### config.mk
export PLATFORM = sky130hd
export DESIGN_NAME = cache_refill_ctrl
export DESIGN_NICKNAME = d
export VERILOG_FILES = /design/src/rtl/cache_refill_ctrl.sv
export SDC_FILE = /design/constraint.sdc
export NUM_CORES = 1
export LEC_CHECK = 0
export CAP_MARGIN = 20
export CORE_ASPECT_RATIO = 1.4
export CORE_MARGIN = 2
export CORE_UTILIZATION = 49
export DETAILED_ROUTE_END_ITERATION = 12
export GPL_ROUTABILITY_DRIVEN = 0
export GPL_TIMING_DRIVEN = 0
export PLACE_DENSITY = 0.84
export SLEW_MARGIN = 20
export SYNTH_ARGS = -nofsm -noshare
export SYNTH_HDL_FRONTEND = slang
export SYNTH_SLANG_ARGS = --single-unit
### constraint.sdc
create_clock -name clk -period 2.8 [get_ports clk]
set_input_delay 0.84 -clock clk [delete_from_list [all_inputs] [get_ports clk]]
set_output_delay 0.84 -clock clk [all_outputs]
set_load 0.05 [all_outputs]
### src/rtl/cache_refill_ctrl.sv
// Cache refill / write-through controller. Refills a line critical-word-first
// with one idle cycle between memory beats, or forwards a single word write.
module cache_refill_ctrl #(
  parameter int LINE_WORDS = 4,
  parameter int ADDR_W     = 32
) (
  input  logic                          clk,
  input  logic                          reset,
  input  logic                          cpu_req,
  input  logic                          cpu_we,
  input  logic [ADDR_W-1:0]             cpu_addr,
  input  logic [31:0]                   cpu_wdata,
  output logic                          busy,
  output logic                          done,
  output logic                          mem_req,
  output logic                          mem_we,
  output logic [ADDR_W-1:0]             mem_addr,
  output logic [31:0]                   mem_wdata,
  input  logic                          mem_ack,
  input  logic [31:0]                   mem_rdata,
  output logic                          fill_we,
  output logic [$clog2(LINE_WORDS)-1:0] fill_word,
  output logic [31:0]                   fill_data
);

  localparam int IDX_W  = $clog2(LINE_WORDS);
  localparam int BEAT_W = IDX_W + 1;
  localparam int OFF_W  = IDX_W + 2;

  typedef enum logic [2:0] {S_IDLE, S_WRITE, S_FILL, S_GAP, S_DONE} state_e;

  state_e                  state_q, state_d;
  logic [ADDR_W-OFF_W-1:0] line_q, line_d;
  logic [IDX_W-1:0]        idx_q, idx_d;
  logic [BEAT_W-1:0]       beat_q, beat_d;
  logic                    busy_q, busy_d;
  logic                    done_q, done_d;
  logic                    mem_req_q, mem_req_d;
  logic                    mem_we_q, mem_we_d;
  logic [ADDR_W-1:0]       mem_addr_q, mem_addr_d;
  logic [31:0]             mem_wdata_q, mem_wdata_d;
  logic                    fill_we_q, fill_we_d;
  logic [IDX_W-1:0]        fill_word_q, fill_word_d;
  logic [31:0]             fill_data_q, fill_data_d;

  // Byte-lane bits never reach memory; addresses are word aligned.
  logic unused_lsb;
  assign unused_lsb = ^cpu_addr[1:0];

  always_comb begin
    state_d     = state_q;
    line_d      = line_q;
    idx_d       = idx_q;
    beat_d      = beat_q;
    busy_d      = busy_q;
    done_d      = 1'b0;
    mem_req_d   = mem_req_q;
    mem_we_d    = mem_we_q;
    mem_addr_d  = mem_addr_q;
    mem_wdata_d = mem_wdata_q;
    fill_we_d   = 1'b0;
    fill_word_d = fill_word_q;
    fill_data_d = fill_data_q;
    case (state_q)
      S_IDLE: begin
        if (cpu_req) begin
          line_d      = cpu_addr[ADDR_W-1:OFF_W];
          idx_d       = cpu_addr[OFF_W-1:2];
          beat_d      = '0;
          busy_d      = 1'b1;
          mem_req_d   = 1'b1;
          mem_we_d    = cpu_we;
          // The critical word is also the aligned write address.
          mem_addr_d  = {cpu_addr[ADDR_W-1:2], 2'b00};
          mem_wdata_d = cpu_wdata;
          state_d     = cpu_we ? S_WRITE : S_FILL;
        end
      end
      S_WRITE: begin
        if (mem_ack) begin
          mem_req_d = 1'b0;
          mem_we_d  = 1'b0;
          done_d    = 1'b1;
          state_d   = S_DONE;
        end
      end
      S_FILL: begin
        if (mem_ack) begin
          mem_req_d   = 1'b0;
          fill_we_d   = 1'b1;
          fill_word_d = idx_q;
          fill_data_d = mem_rdata;
          idx_d       = idx_q + 1'b1;
          beat_d      = beat_q + 1'b1;
          state_d     = S_GAP;
        end
      end
      S_GAP: begin
        if (beat_q == BEAT_W'(LINE_WORDS)) begin
          done_d  = 1'b1;
          state_d = S_DONE;
        end else begin
          mem_req_d  = 1'b1;
          mem_addr_d = {line_q, idx_q, 2'b00};
          state_d    = S_FILL;
        end
      end
      S_DONE: begin
        busy_d  = 1'b0;
        state_d = S_IDLE;
      end
      default: state_d = S_IDLE;
    endcase
  end

  always_ff @(posedge clk or negedge reset) begin
    if (!reset) begin
      state_q     <= S_IDLE;
      line_q      <= '0;
      idx_q       <= '0;
      beat_q      <= '0;
      busy_q      <= 1'b0;
      done_q      <= 1'b0;
      mem_req_q   <= 1'b0;
      mem_we_q    <= 1'b0;
      mem_addr_q  <= '0;
      mem_wdata_q <= '0;
      fill_we_q   <= 1'b0;
      fill_word_q <= '0;
      fill_data_q <= '0;
    end else begin
      state_q     <= state_d;
      line_q      <= line_d;
      idx_q       <= idx_d;
      beat_q      <= beat_d;
      busy_q      <= busy_d;
      done_q      <= done_d;
      mem_req_q   <= mem_req_d;
      mem_we_q    <= mem_we_d;
      mem_addr_q  <= mem_addr_d;
      mem_wdata_q <= mem_wdata_d;
      fill_we_q   <= fill_we_d;
      fill_word_q <= fill_word_d;
      fill_data_q <= fill_data_d;
    end
  end

  assign busy      = busy_q;
  assign done      = done_q;
  assign mem_req   = mem_req_q;
  assign mem_we    = mem_we_q;
  assign mem_addr  = mem_addr_q;
  assign mem_wdata = mem_wdata_q;
  assign fill_we   = fill_we_q;
  assign fill_word = fill_word_q;
  assign fill_data = fill_data_q;

endmodule

### Word-level counts from Yosys, hierarchy flattened

Index checks and enable logic that the tools add are counted.

| storage, ports and cells | value |
|---|---|
| bits of input ports | 101 |
| register bits | 139 |

| cells by class | value |
|---|---|
| mux-type cells | 26 |
| add/sub/neg operators | 2 |
| reductions and logical operators | 15 |
| equal/unequal tests | 10 |

Operators by type and width:

| cell | number |
|---|---|
| 2-to-1 mux 32 bit | 2 |
| one-hot mux 32 bit (2 select lines) | 1 |
| 2-to-1 mux 3 bit | 6 |
| one-hot mux 3 bit (4 select lines) | 1 |
| AND reduction 3 bit | 4 |
| != test 2 bit, second input constant | 4 |
| nonzero test 2 bit | 4 |
| 2-to-1 mux 1 bit | 7 |
| equality test 3 x 2 -> 1 bit, second input constant | 2 |
| equality test 3 bit, second input constant | 2 |
| 2-to-1 mux 2 bit | 3 |
| one-hot mux 1 bit (2 select lines) | 3 |
| one-hot mux 3 bit (2 select lines) | 1 |
| AND reduction 2 bit | 3 |
| one-hot mux 2 bit (2 select lines) | 1 |
| AND reduction 4 bit | 1 |
| adder 3 x 1 -> 3 bit, second input constant | 1 |
| equality test 3 x 1 -> 1 bit, second input constant | 1 |
| zero test 3 bit | 1 |
| one-hot mux 1 bit (3 select lines) | 1 |
| nonzero test 3 bit | 1 |
| adder 2 x 1 -> 2 bit, second input constant | 1 |
| != test 2 x 1 -> 1 bit, second input constant | 1 |
| OR reduction 2 bit | 1 |

### Depth between registers and ports, before layout

Gate-level depths: netlist of run 1.

| depth | value |
|---|---|
| depth in word-level cells | 4 |
| gate-level depth with buffers | 7 |
| gate-level depth less buffers | 6 |

### Worst setup path after synthesis of run 1

No wires, ideal clock.

| timing path | value |
|---|---|
| path kind | input port to flip-flop |
| from | input cpu_req |
| to | register mem_addr_q[2] (netlist: mem_addr[2]) |
| path slack | 928 ps |
| data arrival time | 1747 ps |
| required time | 2675 ps |
| stages | 5 |
| path buffers | 2 |
| cell sequence | buf_2 > nand2_1 > a21oi_4 > buf_6 > mux2_2 |

| on the way | value |
|---|---|
| longest elaborated chain between the ends | 2 |

Ends and longest elaborated chain:

| element | RTL line | source |
|---|---|---|
| start: declaration | 9 | `input logic cpu_req,` |
| != test 2 bit (no line) | n/a |  |
| AND reduction 3 bit (no line) | n/a |  |
| end signal: assignment | 140 | `mem_addr_q <= mem_addr_d;` |
| end: declaration | 40 | `logic [ADDR_W-1:0] mem_addr_q, mem_addr_d;` |

No other way between the ends.
A chain may end at the register's enable or synchronous reset.

### Worst setup path after layout of run 1

| timing path | value |
|---|---|
| from | register mem_req_q (netlist: mem_req) |
| to | output mem_req |

RTL lines:

| element | RTL line | source |
|---|---|---|
| start: declaration | 38 | `logic mem_req_q, mem_req_d;` |
| start signal: assignment | 138 | `mem_req_q <= mem_req_d;` |
| end: declaration | 15 | `output logic mem_req,` |

No word-level cell between the ends.

==> out/results.ini, run 1 <==
[detailed_routing]
num_vias = 4356
wire_per_inst_um = 16.27
routed_wl_um = 14160
routed_via_density = 5.007
drcViolationCount = 0
drt_iter0_markers = 103
first_pass_iters = 4
antenna_left = 0

[synth]
synth_edf_count = 0
yosys_warnings = 0
synthArstFlopShare_pct = 100.0
syn_area_per_cell_um2 = 12.04
ys_seq_area_share_pct = 57.74
yosysUniqueCellTypes = 33
ys_ff_latch = 137
dominantRegCellSynth = dfrtp_1
synth_cells = 493
syn-cell-area_mm2 = 0.005937

[critical_path]
crit_buf_inv = 1
crit_arrival_ns = 1.59
crit_type = reg2out
cp_slowest_cell = clkdlybuf4s50_1
slowest_delay_ns = 0.83
critical_path_depth = 1
path_cells = clkdlybuf4s50_1
required_ns = 1.96
critPathTopFamily = buffers and inverters
start_kind = flop
cp-end-kind = output pin
r2r_cells = 7
crit_path_max_fanout = 2

[place]
pre_cts_ws_ns = 0.2332
port_buffers = 198
hpwl_um = 10390

[finish]
drive_gt1_share_pct = 21.16
most-common-layout-cells = 197 x clkdlybuf4s50_1, 187 x nand2_1, 137 x dfrtp_1, 50 x mux2_4, 44 x mux2_2
num_antenna_cells = 0
n_fill_cell = 805
multi_input_area_mm2 = 0.002261
seq_area_mm2 = 0.003428
final_common_cell = clkdlybuf4s50_1
area_delta_synth_final_pct = 47.42
fin_nets = 815

[cts]
cts_root_buffer = clkbuf_16
cts_tree = yes
clkLatencyLatePin_ns = 0.40
post_cts_buffers = 0
numClockSinks = 137
cts_buffer_depth = 2
cts_resized = 0
postCtsHoldBufs = 0
cts_buffers = 17
clkTransAtPathRegs_ns = 0.05
htree_levels = 4

[floorplan]
ios = 204
placementRows = 47
core-area_mm2 = 0.01182
dieHeight_um = 134.2
die-area_mm2 = 0.01303
die_w_um = 97.03
start_util_pct = 50.23

[global_routing]
antenna_found_initial = 0
grt_usage_pct = 22.02
grt_pass1_wl_um = 23000
grt_start_max_net_pins = 85
overflow = 0
grt_pass1_vias = 4749

[sta]
worst_pin_slew_ns = 0.5594
rsz0062_at_grt = false
skew_ns = 0.007376
fin_ws_ns = 0.3691
slew_headroom_pct = 62.59
fin_crit_sh_pct = 86.82
fmax_mhz = 411.4
finalHoldViolations = 0
setup_viol = 0
timing.final.max_slew_violations = 0
post-route-min-period_ns = 2.431

[power]
peakVddDrop_mv = 0.9135
power_mw = 12.92
power_leakage_nw = 4.121
power.density_mw_per_mm2 = 1476

[flow_run]
drv_cap = 0

[outcome]
status = finished, final reports clean

[worst_hold_path]
hold_path_class = in2async

kinds of logic after synthesis:
kind of cell,Yosys count,share of synthesized area (%)
adder cells (fa/ha/maj),2,0.4214
AND/OR/NAND/NOR,205,14.14
multiplexers,94,20.99
AO/OA/AOI/OAI,18,2.255
flip-flops,137,57.75
XOR/XNOR,1,0.1476
other,1,0.06316
buffers and inverters,35,4.236
routing by layer:
layer  part of all wire (%)  vias to the layer above  wire, um  GRT usage, %
met5                      0                        -         0             0
met1                     38                     2163      5430         24.10
li1                       -                     2041         -             -
met2                     54                      127      7678         40.78
met3                    5.5                       25       778         6.514
met4                    1.9                        0       271         7.042
Yosys cell counts, types with 2 or more instances:
cell / number / area [um2]
a211oi_1: 2 / 15.01
mux2_4: 50 / 750.7
ha_1: 2 / 25.02
clkbuf_1: 7 / 26.28
dfrtp_1: 137 / 3428
buf_2: 3 / 15.01
mux2_2: 44 / 495.5
nor3_1: 2 / 10.01
buf_4: 9 / 67.56
inv_1: 5 / 18.77
nand2_1: 187 / 701.9
nand3b_1: 2 / 15.01
o21ai_0: 5 / 25.02
buf_6: 11 / 123.9
a21oi_1: 3 / 15.01
nand3_1: 2 / 10.01
nor2_1: 6 / 22.52
power by group:
part	internal [mW]	switching, mW
clock	1.51	0.790
sequential	2.97	0.539
combinational	2.89	4.22
total	7.36	5.55
path summary, 6_finish.rpt:
kind	startpoint	endpoint	slack (ns)
max in group asynchronous	reset	mem_addr[13]	1.70
max reg2reg	beat_q[0]	mem_addr[3]	0.93
min in group clk	line_q[21]	line_q[21]	0.47
max	mem_req	mem_req	0.37
min reg2reg	line_q[21]	line_q[21]	0.47
min	reset	mem_addr[25]	0.35
sequential cells by signal, indices dropped and copies added, names as in the netlist:
register and flops:
fill_data 32, mem_wdata 32, mem_addr 30, line_q 28, beat_q 3, state_q 3
fill_word 2, idx_q 2, busy 1, done 1, fill_we 1, mem_req 1
mem_we 1
cell type report:
cell class | count | share of cell area (%)
plain buffers | 30 | 2.659
clock buffers | 23 | 5.690
clock inverters | 7 | 1.315
inverters | 5 | 0.2144
multi-input cells | 322 | 25.83
flip-flops and latches | 137 | 39.17
well taps | 147 | 2.101
repair buffers | 199 | 23.02
stage by stage:
step	std cells	util [%]	cell area, um2	setup TNS [ns]	hold WS, ns
global route	870	74.04	8752	0	0.3704
global placement	839	68.58	8107	-590.12	0.4578
CTS	870	74.04	8752	0	0.3542
detailed placement	840	68.86	8139	0	0.4609
finish	870	74.04	8752	0	0.3532
floorplan	494	-	5941	0	0.4417
No activity file was read; power rests on OpenSTA's default activity.
==> run 2: changes to the inputs <==
--- a/config.mk
+++ b/config.mk
@@ -12,7 +12,7 @@
 export DETAILED_ROUTE_END_ITERATION = 12
 export GPL_ROUTABILITY_DRIVEN = 0
 export GPL_TIMING_DRIVEN = 0
-export PLACE_DENSITY = 0.84
+export PLACE_DENSITY = 0.87
 export SLEW_MARGIN = 20
 export SYNTH_ARGS = -nofsm -noshare
 export SYNTH_HDL_FRONTEND = slang
==> run 2 against run 1 <==
Net effect: critical path depth did not move; worst hold slack got worse by 0.0089 ns; largest power group unchanged; combinational power barely moved; register-to-register slack got worse by 0.03 ns; sequential share of layout area fell by 0.22 points; final cell count rose by 0.23%; wire length rose by 4.5%; sequential cell count did not move; critical endpoint is now mem_addr[6]; via count rose by 0.16%; final area rose by 0.57%.
==> out/results.ini, run 2 (synthesis results as in run 1) <==
[critical_path]
critPathTopFamily = buffers and inverters
slowest_delay_ns = 0.82  ; about the same
path_cells = clkdlybuf4s50_1
crit_path_max_fanout = 2  ; unchanged
crit_type = reg2out
crit_arrival_ns = 1.60  ; about the same
crit_buf_inv = 1  ; unchanged
required_ns = 1.96  ; about the same
cp-end-kind = output pin
cp_slowest_cell = clkdlybuf4s50_1
start_kind = flop

[power]
peakVddDrop_mv = 0.8642  ; -5.4%
p_int_mw = 7.509  ; +2.0%
seqPwrFrac_pct = 26.8  ; -0.4 points
switching_power_mw = 5.632  ; +1.5%
power_leakage_nw = 4.143  ; +0.54%
power.density_mw_per_mm2 = 1493  ; +1.2%
clkPwrFrac_pct = 18.9  ; +1.1 points
p_comb_share_pct = 54.3  ; -0.7 points
switching_share_pct = 42.86  ; -0.12 points

[sta]
fmax_mhz = 410.3  ; -0.25%
timing.final.max_slew_violations = 0  ; unchanged
worst_pin_slew_ns = 0.5555  ; -0.003935 ns
slew_headroom_pct = 62.85  ; +0.26 points
rsz0062_at_grt = false
fin_hold_ws_ns = 0.3442  ; -0.008936 ns
finalHoldViolations = 0  ; unchanged
fin_crit_sh_pct = 87.04  ; +0.22 points
setup_viol = 0  ; unchanged
setup_tns_ns = 0  ; unchanged
skew_ns = 0.006790  ; -0.0005854 ns
fin_ws_ns = 0.3630  ; -0.006139 ns
post-route-min-period_ns = 2.437  ; +0.006139 ns

[detailed_routing]
wire_per_inst_um = 16.96  ; +4.2%
routed_wl_um = 14790  ; +4.5%
drt_iter0_markers = 123  ; +19%
drcViolationCount = 0  ; unchanged
routed_via_density = 5.003  ; about the same
num_vias = 4363  ; +0.16%
first_pass_iters = 4  ; unchanged
antenna_left = 0  ; unchanged

[cts]
post_cts_buffers = 0  ; unchanged
cts_buffer_depth = 2  ; unchanged
numClockSinks = 137  ; unchanged
cts_tree = yes
cts_buffers = 17  ; unchanged
clkTransAtPathRegs_ns = 0.06  ; about the same
htree_levels = 4  ; unchanged
clkLatencyLatePin_ns = 0.40  ; about the same
cts_resized = 0  ; unchanged
postCtsHoldBufs = 0  ; unchanged
cts_root_buffer = clkbuf_16

[place]
hpwl_um = 10750  ; +3.5%
pre_cts_ws_ns = 0.1688  ; -0.06445 ns
port_buffers = 198  ; unchanged
placed_cells = 840  ; unchanged

[floorplan]
die_w_um = 97.03  ; unchanged
dieHeight_um = 134.2  ; unchanged
core-area_mm2 = 0.01182  ; unchanged
start_util_pct = 50.23  ; unchanged
ios = 204  ; unchanged
placementRows = 47  ; unchanged
die-area_mm2 = 0.01303  ; unchanged

[finish]
fin_util_pct = 74.47  ; +0.42 points
num_antenna_cells = 0  ; unchanged
stdcell_count = 872  ; +0.23%
final_common_cell = clkdlybuf4s50_1
area_delta_synth_final_pct = 48.26
fin_nets = 815  ; unchanged
drive_gt1_share_pct = 21.38  ; +0.22 points
most-common-layout-cells = 197 x clkdlybuf4s50_1, 187 x nand2_1, 137 x dfrtp_1, 50 x mux2_4, 44 x mux2_2

[outcome]
status = finished, final reports clean

[global_routing]
grt_start_max_net_pins = 83  ; -2.4%
overflow = 0  ; unchanged
grt_pass1_wl_um = 23830  ; +3.6%
grt_usage_pct = 23.14  ; +1.1 points
antenna_found_initial = 0  ; unchanged
grt_pass1_vias = 4855  ; +2.2%

[worst_hold_path]
hold_path_class = in2async

[flow_run]
drv_cap = 0  ; unchanged

-- run 2: changes by cell type in the layout (fill, tap and decap cells not counted) --
cell,delta
bufinv_16,+2
clkbuf_8,-2
clkinv_4,+2
-- run 2: worst paths after layout --
check	cells after the start	slack (ns)	endpoint	from
hold reg to reg	2	0.48	line_q[21]	line_q[21]
max in group asynchronous	2	1.70	line_q[1]	reset
setup reg to reg	7	0.90	mem_addr[3]	beat_q[0]
min in group clk	2	0.48	line_q[21]	line_q[21]
setup / recovery	1	0.36	mem_addr[6]	mem_addr[6]
hold / removal	1	0.34	mem_addr[23]	reset
-- run 2: layer usage --
metal	vias to the layer above	wire, um	share of wire [%]	GRT usage, %
li1	2039	-	-	-
met1	2163	5437	37	24.73
met2	138	8300	56	42.94
met3	23	786	5.3	7.191
met4	0	267	1.8	8.059
met5	-	0	0	0
-- run 2: cell type report --
cell class / instances / area, um2
fill: 766 / 3018
multi-input combinational: 322 / 2261
buffer: 30 / 232.7
clock inverter: 11 / 192.7
timing repair buffer: 199 / 2014
tap: 147 / 183.9
sequential: 137 / 3428
clock buffer: 21 / 470.5
inverter: 5 / 18.77
-- run 2: stage by stage --
| stage | area (um2) | total power [mW] |
|---|---|---|
| floorplan | 5941 | 8.432 |
| global placement | 8107 | 10.45 |
| detailed placement | 8139 | 10.70 |
| CTS | 8802 | 13.25 |
| global route | 8802 | 13.72 |
| finish | 8802 | 13.14 |
-- run 2: power by group through the flow --
stage	clock network, mW	logic, mW	registers, mW
2_1_floorplan	0	2.45	5.98
3_3_place_gp	0	6.98	3.47
3_5_place_dp	0	7.16	3.54
4_1_cts	2.52	7.20	3.53
5_1_grt	2.60	7.48	3.63
6_report	2.48	7.14	3.52
